File: config.mk
export PLATFORM = sky130hd
export DESIGN_NAME = recibir_datos
export DESIGN_NICKNAME = d
export VERILOG_FILES = /design/src/rtl/recibir_datos_pkg.sv /design/src/rtl/recibir_datos_uart_rx.sv /design/src/rtl/recibir_datos.sv
export SDC_FILE = /design/constraint.sdc
export NUM_CORES = 1
export LEC_CHECK = 0
export CORE_MARGIN = 2
export CORE_UTILIZATION = 40
export CTS_CLUSTER_SIZE = 25
export DETAILED_ROUTE_END_ITERATION = 6
export DONT_BUFFER_PORTS = 1
export HOLD_SLACK_MARGIN = 0.02
export SLEW_MARGIN = 10
export SYNTH_ARGS = -nofsm -noshare
export SYNTH_HDL_FRONTEND = slang
export SYNTH_SLANG_ARGS = --single-unit
File: constraint.sdc
create_clock -name clk -period 5.95 [get_ports clk]
set_input_delay 0.2975 -clock clk [delete_from_list [all_inputs] [get_ports clk]]
set_output_delay 0.2975 -clock clk [all_outputs]
set_load 0.01 [all_outputs]
File: src/rtl/recibir_datos_pkg.sv
// Shared constants for the digit-sequence receiver: baud divisors at 50 MHz,
// the ASCII digit bounds and the UART receiver state encoding.
package recibir_datos_pkg;

    localparam int B115200 = 434;
    localparam int B57600  = 868;
    localparam int B38400  = 1302;
    localparam int B19200  = 2604;
    localparam int B9600   = 5208;
    localparam int B4800   = 10417;
    localparam int B2400   = 20833;
    localparam int B1200   = 41667;
    localparam int B600    = 83333;
    localparam int B300    = 166667;

    localparam logic [7:0] ASCII_0 = 8'h30;
    localparam logic [7:0] ASCII_9 = 8'h39;

    typedef enum logic [1:0] {
        IDLE  = 2'd0,
        START = 2'd1,
        DATA  = 2'd2,
        STOP  = 2'd3
    } rx_state_t;

endpackage

File: src/rtl/recibir_datos_uart_rx.sv
// 8N1 UART receiver with a two-flop input synchroniser, sampling each bit
// at its centre and flagging frames whose stop bit reads low.
//
// state | meaning
// IDLE  | line idle, waiting for rx_s to fall
// START | half a bit into the start bit, confirming it is still low
// DATA  | shifting in 8 data bits LSB first, one per bit period
// STOP  | checking the stop bit, then publishing the byte or a frame error
module uart_rx
    import recibir_datos_pkg::*;
#(
    parameter int BAUD = B115200
) (
    input  logic       clk,
    input  logic       rst,
    input  logic       rx,
    output logic [7:0] data,
    output logic       valid,
    output logic       frame_err
);

    localparam int CW = $clog2(BAUD);
    localparam logic [CW-1:0] HALF_M1 = CW'(BAUD / 2 - 1);
    localparam logic [CW-1:0] FULL_M1 = CW'(BAUD - 1);

    rx_state_t state_q, state_d;
    logic [CW-1:0] cnt_q, cnt_d;
    logic [2:0] idx_q, idx_d;
    logic [7:0] shift_q, shift_d;
    logic [7:0] data_q, data_d;
    logic valid_q, valid_d;
    logic ferr_q, ferr_d;
    logic rx_m_q, rx_s_q;

    always_ff @(posedge clk) begin
        if (rst) begin
            rx_m_q  <= 1'b1;
            rx_s_q  <= 1'b1;
            state_q <= IDLE;
            cnt_q   <= '0;
            idx_q   <= '0;
            shift_q <= '0;
            data_q  <= '0;
            valid_q <= 1'b0;
            ferr_q  <= 1'b0;
        end else begin
            rx_m_q  <= rx;
            rx_s_q  <= rx_m_q;
            state_q <= state_d;
            cnt_q   <= cnt_d;
            idx_q   <= idx_d;
            shift_q <= shift_d;
            data_q  <= data_d;
            valid_q <= valid_d;
            ferr_q  <= ferr_d;
        end
    end

    always_comb begin
        state_d = state_q;
        cnt_d   = cnt_q;
        idx_d   = idx_q;
        shift_d = shift_q;
        data_d  = data_q;
        valid_d = 1'b0;
        ferr_d  = 1'b0;
        case (state_q)
            IDLE: begin
                if (!rx_s_q) begin
                    cnt_d   = HALF_M1;
                    state_d = START;
                end
            end
            START: begin
                if (cnt_q == '0) begin
                    // A start bit that is high again at mid-bit is line noise.
                    if (!rx_s_q) begin
                        cnt_d   = FULL_M1;
                        idx_d   = '0;
                        state_d = DATA;
                    end else begin
                        state_d = IDLE;
                    end
                end else begin
                    cnt_d = cnt_q - CW'(1);
                end
            end
            DATA: begin
                if (cnt_q == '0) begin
                    shift_d = {rx_s_q, shift_q[7:1]};
                    cnt_d   = FULL_M1;
                    idx_d   = idx_q + 3'd1;
                    if (idx_q == 3'd7) begin
                        state_d = STOP;
                    end
                end else begin
                    cnt_d = cnt_q - CW'(1);
                end
            end
            STOP: begin
                if (cnt_q == '0) begin
                    if (rx_s_q) begin
                        data_d  = shift_q;
                        valid_d = 1'b1;
                    end else begin
                        ferr_d = 1'b1;
                    end
                    state_d = IDLE;
                end else begin
                    cnt_d = cnt_q - CW'(1);
                end
            end
            default: state_d = IDLE;
        endcase
    end

    assign data      = data_q;
    assign valid     = valid_q;
    assign frame_err = ferr_q;

endmodule

File: src/rtl/recibir_datos.sv
// Digit-sequence receiver: takes bytes from uart_rx and checks they arrive as
// '0'..'9' in order, reporting the accepted digit plus sticky done/error flags.
module recibir_datos
    import recibir_datos_pkg::*;
#(
    parameter int BAUD = B115200
) (
    input  logic       clk,
    input  logic       rst,
    input  logic       rx,
    output logic [7:0] datos,
    output logic       valid,
    output logic [3:0] digito,
    output logic       done,
    output logic       error,
    output logic       frame_err
);

    logic [7:0] rx_data;
    logic       rx_valid;
    logic       rx_ferr;
    logic [7:0] esperado_q, esperado_d;
    logic [3:0] digito_q, digito_d;
    logic       done_q, done_d;
    logic       error_q, error_d;
    logic [7:0] offset;

    uart_rx #(.BAUD(BAUD)) u_rx (
        .clk       (clk),
        .rst       (rst),
        .rx        (rx),
        .data      (rx_data),
        .valid     (rx_valid),
        .frame_err (rx_ferr)
    );

    always_ff @(posedge clk) begin
        if (rst) begin
            esperado_q <= ASCII_0;
            digito_q   <= '0;
            done_q     <= 1'b0;
            error_q    <= 1'b0;
        end else begin
            esperado_q <= esperado_d;
            digito_q   <= digito_d;
            done_q     <= done_d;
            error_q    <= error_d;
        end
    end

    assign offset = rx_data - ASCII_0;

    always_comb begin
        esperado_d = esperado_q;
        digito_d   = digito_q;
        done_d     = done_q;
        error_d    = error_q;
        // Once the sequence has completed, anything further is ignored.
        if (rx_valid && !done_q) begin
            if (rx_data == esperado_q) begin
                digito_d = offset[3:0];
                if (rx_data == ASCII_9) begin
                    done_d = 1'b1;
                end else begin
                    esperado_d = esperado_q + 8'd1;
                end
            end else begin
                error_d = 1'b1;
            end
        end
    end

    assign datos     = rx_data;
    assign valid     = rx_valid;
    assign frame_err = rx_ferr;
    assign digito    = digito_q;
    assign done      = done_q;
    assign error     = error_q;

endmodule
==> impl_metrics.tcl <==
set metrics [dict create \
    grtUsageMet2 0.255 \
    yosysSeqAreaShare 0.414 \
    first_pass_iters 4 \
    worstPathMaxFanout 17 \
    slew_violations 0 \
    postRouteAntennaNets 0 \
    grt-busiest-layer "met2" \
    skew_ns 0.00704 \
    cts_resized 0 \
    leakagePower_uw 0.000876 \
    wl_per_cell_um 13.8 \
    setup_tns_ns 0 \
    outcome "finished clean" \
    syn-instance-count 280 \
    nets 286 \
    ys_types 45 \
    synth.net_count 292 \
    fill_cells 581 \
    grt_max_degree 45 \
    dieArea_um2 6430 \
    cts_buffer_depth 2 \
    synth-edff-count 0 \
    finalHoldViolCount 0 \
    antenna_found_initial 0 \
    avgSynthCellArea_um2 8.30 \
    antenna_cells 0 \
    grt_usage 0.164 \
    core_area_um2 5570 \
    syn_area_um2 2320 \
    synthFlopType "dfxtp_1" \
    portBuffers 0 \
    fin_util 0.436 \
    cts_setup_buffers 0 \
    min_period_ns 2.40 \
    num_rows 27 \
    ys_ff_latch 48 \
    worstSetupStartpointType "register" \
    p_per_area_nw_per_um2 279 \
    drt-total-wl_um 4790 \
    route.detailed.drc 0 \
    cp-end-kind "register" \
    grt-ovfl-total 0 \
    clk_latency_ns 0.30 \
    synthArstFlopShare 0 \
    grt_use_met1 0.224 \
    drt_iter0_drc 142 \
    die_w_um 80.2 \
    grt_pass1_vias 1758 \
    max_freq_ghz 0.417 \
    path_class "reg2reg" \
    cp.arrival_ns 2.64 \
    tightest_slew_ns 0.625 \
    gp_congestion 0.894 \
    worst_slew_margin_rel 0.582 \
    postCtsHoldBufs 0 \
    initial_core_util 0.417 \
    hpwl_um 3360 \
    final_common_cell "nand2_1" \
    pin_count 19 \
    tritoncts "done" \
    cts_root_buf "clkbuf_8" \
    ys_warn_count 0 \
    drive_above_1_share 0.0803 \
    grt_pass1_wl_um 8340 \
    numCtsBuffers 5 \
    cap_violations 0 \
    fp.dieH_um 80.2 \
    vias_per_cell 5.39 \
    layout_common_cells "52 x nand2_1, 48 x dfxtp_1, 39 x a21oi_1" \
    area_delta_synth_final_pct 4.58 \
    htreeDepth 2 \
    cp.required_ns 6.19 \
    vias 1866 \
    ir_drop_uv 87.5 \
    post-route-period-util 0.403 \
    rsz0062_at_grt "no" \
    hold_class "in2reg" \
    met3_usage 0.0360 \
    setup_violations 0 \
    cts.sinks 48 \
    path_clk_slew_ns 0.09 \
]
==> power by group <==
group          internal (uW)  total, uW  switching (uW)
combinational           51.6        143            91.2
sequential               332        345            13.0
clock                   79.8        189             109
==> worst max-delay path, stage by stage (launching register included) <==
cell,delay (ns)
dfxtp_1,0.50
xor2_1,0.12
nor4_2,0.38
nand3_1,0.52
or4_1,0.66
a21oi_1,0.15
==> path summary, 6_finish.rpt <==
check	endpoint	slack [ns]	startpoint	depth (start not counted)
setup / recovery	esperado_q[3]	3.55	u_rx.data[2]	5
hold / removal	u_rx.shift_q[7]	0.05	rst	1
setup reg to reg	esperado_q[3]	3.55	u_rx.data[2]	5
hold reg to reg	u_rx.rx_s_q	0.41	u_rx.rx_m_q	1
==> state kept, by name, summed over array words and instances (netlist names), 3 cells and up, named ones only <==
register and flops:
u_rx.shift_q 8, u_rx.cnt_q 9, u_rx.idx_q 3, esperado_q 8, digito 4, u_rx.data 8
==> logic make-up (layout without fill, tap and decap cells) <==
logic type,after synthesis,in the layout,share of synthesized area
buffers and inverters,20,14,0.0393
adders and majority gates,9,9,0.0485
xor gates and xnor gates,9,9,0.0339
AOI/OAI and AO/OA,70,70,0.180
DFF,48,48,0.414
and+or+nand+nor,118,118,0.258
muxes,6,6,0.0258
==> per-layer routing <==
metal  wire, um  vias up
met4         74        0
met2       2220       30
met3        166        5
li1           -      971
met1       2320      860
met5          0        -
==> Yosys cell counts, types with 2 or more instances <==
| master | count | area (um2) |
|---|---|---|
| or4_2 | 2 | 17.5 |
| o31ai_1 | 4 | 30.0 |
| nand4_1 | 4 | 25.0 |
| mux2i_1 | 6 | 60.1 |
| nor4_1 | 2 | 12.5 |
| buf_4 | 2 | 15.0 |
| nor2b_1 | 4 | 25.0 |
| clkbuf_1 | 9 | 33.8 |
| xor2_1 | 9 | 78.8 |
| a21oi_1 | 39 | 195 |
| ha_1 | 9 | 113 |
| or4_1 | 5 | 37.5 |
| nor4_2 | 2 | 25.0 |
| inv_1 | 7 | 26.3 |
| dfxtp_1 | 48 | 961 |
| or3_1 | 2 | 12.5 |
| nor4bb_1 | 2 | 20.0 |
| nand3_1 | 9 | 45.0 |
| nand2_1 | 52 | 195 |
| o21a_1 | 2 | 15.0 |
| and3_1 | 2 | 12.5 |
| o21ai_0 | 13 | 65.1 |
| nor2_1 | 18 | 67.6 |
| or2_2 | 4 | 25.0 |
| nor3_1 | 4 | 20.0 |
==> per-stage QoR <==
step / setup WS, ns / cell area [um2] / hold WS, ns / power [uW] / instances
after CTS: 3.54 / 2430 / 0.0422 / 684 / 346
after global routing: 3.25 / 2430 / 0.0344 / 719 / 346
after detailed placement: 3.57 / 2350 / 0.369 / 495 / 339
after floorplan: 3.93 / 2320 / 0.389 / 474 / 280
final: 3.55 / 2430 / 0.0529 / 677 / 346
after global placement: 3.57 / 2350 / 0.370 / 496 / 339
==> layout make-up <==
| type | instances | area (um2) | area share |
|---|---|---|---|
| sequential | 48 | 961 | 0.395 |
| clock buffer | 5 | 68.8 | 0.0283 |
| multi-input combinational | 212 | 1270 | 0.523 |
| tap | 72 | 90.1 | 0.0371 |
| clock inverter | 2 | 12.5 | 0.00515 |
| inverter | 7 | 26.3 | 0.0108 |
Note: power is estimated with default switching activity, not from simulation.
